<file path="config.mk">
export PLATFORM = sky130hd
export DESIGN_NAME = uart_byte_rx
export DESIGN_NICKNAME = d
export VERILOG_FILES = /design/src/rtl/uart_pkg.sv /design/src/rtl/uart_rx_sync.sv /design/src/rtl/uart_byte_rx.sv
export SDC_FILE = /design/constraint.sdc
export NUM_CORES = 1
export LEC_CHECK = 0
export ABC_AREA = 1
export BUFFER_PORTS_ARGS = -buffer_cell sky130_fd_sc_hd__buf_4
export CORE_ASPECT_RATIO = 2
export CORE_MARGIN = 1.5
export CORE_UTILIZATION = 30
export CTS_CLUSTER_DIAMETER = 50
export DETAILED_ROUTE_END_ITERATION = 10
export HOLD_SLACK_MARGIN = 0.12
export PLACE_DENSITY = 0.56
export SLEW_MARGIN = 20
export SYNTH_ARGS = -nofsm -noshare
export SYNTH_HDL_FRONTEND = slang
export SYNTH_SLANG_ARGS = --single-unit
</file>
<file path="constraint.sdc">
create_clock -name clock -period 1.9 [get_ports clock]
set_input_delay 0.38 -clock clock [delete_from_list [all_inputs] [get_ports clock]]
set_output_delay 0.38 -clock clock [all_outputs]
set_load 0.05 [all_outputs]
</file>
<file path="src/rtl/uart_pkg.sv">
// Shared types and helpers for the 8N1 UART receive path.
package uart_pkg;

    typedef enum logic [1:0] {
        IDLE  = 2'd0,
        START = 2'd1,
        DATA  = 2'd2,
        STOP  = 2'd3
    } state_t;

    localparam int DEFAULT_CLKS_PER_BIT = 868;

    // One spare bit above clog2 keeps CLKS_PER_BIT-1 representable for any legal value.
    function automatic int baud_width(input int cpb);
        return $clog2(cpb) + 1;
    endfunction

endpackage

</file>
<file path="src/rtl/uart_rx_sync.sv">
// Multi-flop synchroniser for the raw serial line; resets to 1 so the line reads idle.
module uart_rx_sync #(
    parameter int STAGES = 2
) (
    input  logic clock,
    input  logic reset,
    input  logic rxd,
    output logic rxs
);

    logic [STAGES-1:0] sync_q;

    always_ff @(posedge clock or posedge reset) begin
        if (reset) begin
            sync_q <= '1;
        end else begin
            sync_q <= {sync_q[STAGES-2:0], rxd};
        end
    end

    assign rxs = sync_q[STAGES-1];

endmodule

</file>
<file path="src/rtl/uart_byte_rx.sv">
// 8N1 serial receiver: mid-bit sampling, one-cycle valid per good byte, frame_err on bad stop bit.
//
// state | meaning
// IDLE  | line idle, waiting for rxs low
// START | timing to start-bit middle, rejects glitches
// DATA  | sampling eight data bits LSB first
// STOP  | sampling stop bit, publishing or dropping the byte
module uart_byte_rx
    import uart_pkg::*;
#(
    parameter int CLKS_PER_BIT = DEFAULT_CLKS_PER_BIT,
    parameter int SYNC_STAGES  = 2
) (
    input  logic       clock,
    input  logic       reset,
    input  logic       rxd,
    output logic [7:0] data,
    output logic       valid,
    output logic       frame_err,
    output logic       busy
);

    localparam int BW = baud_width(CLKS_PER_BIT);
    localparam logic [BW-1:0] LAST    = BW'(CLKS_PER_BIT - 1);
    localparam logic [BW-1:0] HALF_M1 = BW'(CLKS_PER_BIT / 2 - 1);

    logic          rxs;
    state_t        state_q, state_d;
    logic [BW-1:0] baud_q, baud_d;
    logic [2:0]    bit_q, bit_d;
    logic [7:0]    shift_q, shift_d;
    logic [7:0]    data_q, data_d;
    logic          valid_q, valid_d;
    logic          ferr_q, ferr_d;

    uart_rx_sync #(
        .STAGES (SYNC_STAGES)
    ) u_sync (
        .clock (clock),
        .reset (reset),
        .rxd   (rxd),
        .rxs   (rxs)
    );

    always_ff @(posedge clock or posedge reset) begin
        if (reset) begin
            state_q <= IDLE;
            baud_q  <= '0;
            bit_q   <= '0;
            shift_q <= '0;
            data_q  <= '0;
            valid_q <= 1'b0;
            ferr_q  <= 1'b0;
        end else begin
            state_q <= state_d;
            baud_q  <= baud_d;
            bit_q   <= bit_d;
            shift_q <= shift_d;
            data_q  <= data_d;
            valid_q <= valid_d;
            ferr_q  <= ferr_d;
        end
    end

    always_comb begin
        state_d = state_q;
        baud_d  = (baud_q == LAST) ? '0 : baud_q + 1'b1;
        bit_d   = bit_q;
        shift_d = shift_q;
        data_d  = data_q;
        valid_d = 1'b0;
        ferr_d  = 1'b0;
        case (state_q)
            IDLE: begin
                baud_d = '0;
                if (!rxs) begin
                    state_d = START;
                end
            end
            START: begin
                if (baud_q == HALF_M1) begin
                    baud_d  = '0;
                    bit_d   = '0;
                    state_d = rxs ? IDLE : DATA;
                end
            end
            DATA: begin
                // Counter wraps to 0 here, so each bit is sampled one full period later.
                if (baud_q == LAST) begin
                    shift_d[bit_q] = rxs;
                    if (bit_q == 3'd7) begin
                        state_d = STOP;
                    end else begin
                        bit_d = bit_q + 3'd1;
                    end
                end
            end
            STOP: begin
                if (baud_q == LAST) begin
                    state_d = IDLE;
                    if (rxs) begin
                        data_d  = shift_q;
                        valid_d = 1'b1;
                    end else begin
                        ferr_d = 1'b1;
                    end
                end
            end
            default: begin
                state_d = IDLE;
            end
        endcase
    end

    assign data      = data_q;
    assign valid     = valid_q;
    assign frame_err = ferr_q;
    assign busy      = (state_q != IDLE);

endmodule

</file>
==> summary.md <==
| Metric | Value |
|---|---|
| Largest net degree at the start of global routing | 37 |
| Die H | 113 microns |
| R2R depth | 8 |
| Most common flop cell mapped by yosys | dfrtp_1 |
| Mapped Cells | 215 |
| GPL Wtd Cong | 0.848 |
| Outcome | complete, but fails checks |
| Max Clock Freq | 0.599 GHz |
| Max clock buf depth | 2 |
| Gr usage total | 0.126 |
| Syn_nets | 222 |
| Sequential Area | 903 sq um |
| WL final | 3.57 mm |
| Die width | 57.8 microns |
| Leading cell types in the layout, fill and taps excluded | nand2_1, dfrtp_1, inv_1, nor2_1 |
| Port-buffer cells | 13 |
| Clock root cell | clkbuf_16 |
| Yosys synthesis warning count | 0 |
| # setup viols final | 0 |
| Synth Cell Area | 0.00180 sq mm |
| Pre-antenna DRT Iters | 7 |
| Syn-to-layout area delta | 18.2% |
| Arrival @ worst endpoint | 1.88 ns |
| Fin crit period | 1.67 ns |
| Crit Path Class | reg -> reg |
| CTS H-tree depth | 2 |
| Number of global-route vias before repair | 1412 |
| Initial antenna violation count | 0 |
| CP most frequent cell | nand2_1 |
| Setup crit end kind | flip-flop |
| Violated checks | design-rule violations |
| CP max FO | 14 |
| Detailed-route via count | 1375 |
| Reg-to-Reg End | bit_q[1] |
| Most common cell after layout, fill and taps aside | nand2_1 |
| Crit path max-delay cell type | dfrtp_1 |
| Sink Count | 36 |
| Clk_lat worst skew | 0.28 ns |
| Crit-path cells | ha_1 -> nand2_1 -> nor2_2 -> nand3_4 -> nor2_4 -> buf_4 -> nand3_1 -> nand2_1 |
| Placed Area | 0.00196 sq mm |
| Maxcap violations | 0 |
| Final Core Density | 0.370 |
| Core area | 0.00576 sq mm |
| Clock transition at path regs | 0.05 ns |
| Routed len/inst | 12.0 microns |
| Fillers | 604 |
| Residual DRC | 2 |
| Clock buffer count from CTS | 5 |
| Critical path startpoint category | flip-flop |
| Multi-input gate area | 781 sq um |
| First-pass GRT wire length | 6.28 mm |
| Post-synth ARST share | 1.00 |
| Syn avg cell area | 8.39 sq um |
| Antenna-violating nets left | 0 |
| Die area | 0.00652 sq mm |
| Share of cells above drive strength 1 | 0.178 |
| Fin Setup TNS | 0 ns |
| I/O pin cnt | 14 |
| Worst EP required | 2.11 ns |
| Initial Util | 0.313 |
| Flops & latches, synth | 36 |
| Synth unique cells | 25 |
| CP peak stage delay | 0.42 ns |
| CTS tree | built |
| N_diodes | 0 |
| Drt via density | 4.63 |
| GR Overflow Total | 0 |
| Max Slew Vio Count | 0 |
| Hold crit path type | in -> async |
| R2r setup slk | 0.23 ns |
| DRT iter0 DRCs | 39 |
| Leakage power total | 1.08 nW |
| Worst reg2reg startpoint | baud_q[0] |
| Design Area, Final | 0.00213 sq mm |
| Rows | 39 |
| Number of hold buffers added after CTS | 0 |
| Final hold vios | 0 |
| Worst Skew | 0.00228 ns |
| Hpwl dp | 2.71 mm |
| RSZ-0062 raised after global routing | no |
| Fin crit share | 0.879 |
| Actual slew at the worst max-slew pin | 0.436 ns |
| EDFF count, synth | 0 |
| Nets | 243 |
| Slew margin rel. | 0.710 |
| Pwr dens | 762 mW/mm^2 |
| Peak supply drop | 494 uV |
| Sequential area share after synthesis | 0.501 |
## area by class of cell
| cell class | count | share of cell area |
|---|---|---|
| inverters | 24 | 0.0428 |
| repair buffers | 17 | 0.0599 |
| multi-input cells | 152 | 0.366 |
| clock buffers | 7 | 0.0716 |
| flip-flops and latches | 36 | 0.424 |
| well taps | 61 | 0.0358 |
## critical path, delay by kind of cell, from the launching register on
family / cells / cell delay (ns)
simple gates: 6 / 0.80
flops: 1 / 0.42
fa+ha+maj: 1 / 0.23
buf+inv: 1 / 0.14
## metal layers
metal | vias to the layer above | track usage | share of wire
li1 | 721 | - | -
met1 | 637 | 0.122 | 0.35
met2 | 11 | 0.240 | 0.61
met3 | 6 | 0.0311 | 0.021
met4 | 0 | 0.0512 | 0.019
met5 | - | 0 | 0
## synthesized netlist by cell type (3+ instances only)
cell	instances	area share
o31ai_1	3	0.012
dfrtp_1	34	0.47
nand3_1	17	0.047
ha_1	4	0.028
nor2_1	21	0.044
xor2_1	5	0.024
o21ai_1	3	0.0083
inv_1	21	0.044
nor3_1	3	0.0083
nor2_4	4	0.025
nand2_2	3	0.010
nand4_1	9	0.031
nand2_1	69	0.14
## per-stage QoR
step | power, mW | worst slack (ns) | hold slack [ns] | std cells
after global placement | 0.810 | 0.240 | 0.345 | 287
after floorplan | 0.800 | 0.450 | 0.345 | 215
final | 1.63 | 0.230 | 0.205 | 297
after global routing | 1.69 | 0.0422 | 0.209 | 297
after detailed placement | 0.811 | 0.180 | 0.353 | 287
after CTS | 1.65 | 0.175 | 0.210 | 294
## cells by family (layout without fill, tap and decap cells)
kind of cell,Yosys count,in the layout,share of synthesized area
compound gates,9,9,0.0291
xor+xnor,7,7,0.0340
fa+ha+maj,4,4,0.0277
buf+inv,28,48,0.0700
flops,36,36,0.501
simple gates,131,132,0.338
## worst max path at each step
stage / from / end / slack, ns
5_1_grt: baud_q[0] / shift_q[7] / 0.04
3_3_place_gp: baud_q[0] / shift_q[7] / 0.24
4_1_cts: baud_q[0] / shift_q[3] / 0.18
3_5_place_dp: baud_q[0] / shift_q[3] / 0.18
2_1_floorplan: baud_q[0] / shift_q[1] / 0.45
6_report: baud_q[0] / bit_q[1] / 0.23
## registers in the layout, indices dropped and copies added, names as in the netlist, named ones only
name and cells:
u_sync.sync_q 2, state_q 1, data 8, baud_q 11
bit_q 3, frame_err 1, valid 1, shift_q 8
## report_power, final
| part | total [mW] | leakage (nW) | switching [mW] | internal (mW) |
|---|---|---|---|---|
| registers | 0.776 | 0.481 | 0.00394 | 0.772 |
| clock network | 0.829 | 0.0760 | 0.280 | 0.549 |
| logic | 0.0203 | 0.526 | 0.0160 | 0.00425 |
## timing repair
item | CTS | global route
setup buffers | 0 | 2
gates resized for setup | 0 | 0
endpoints found under the setup margin | 0 | 4
Note: power is estimated with default switching activity, not from simulation.
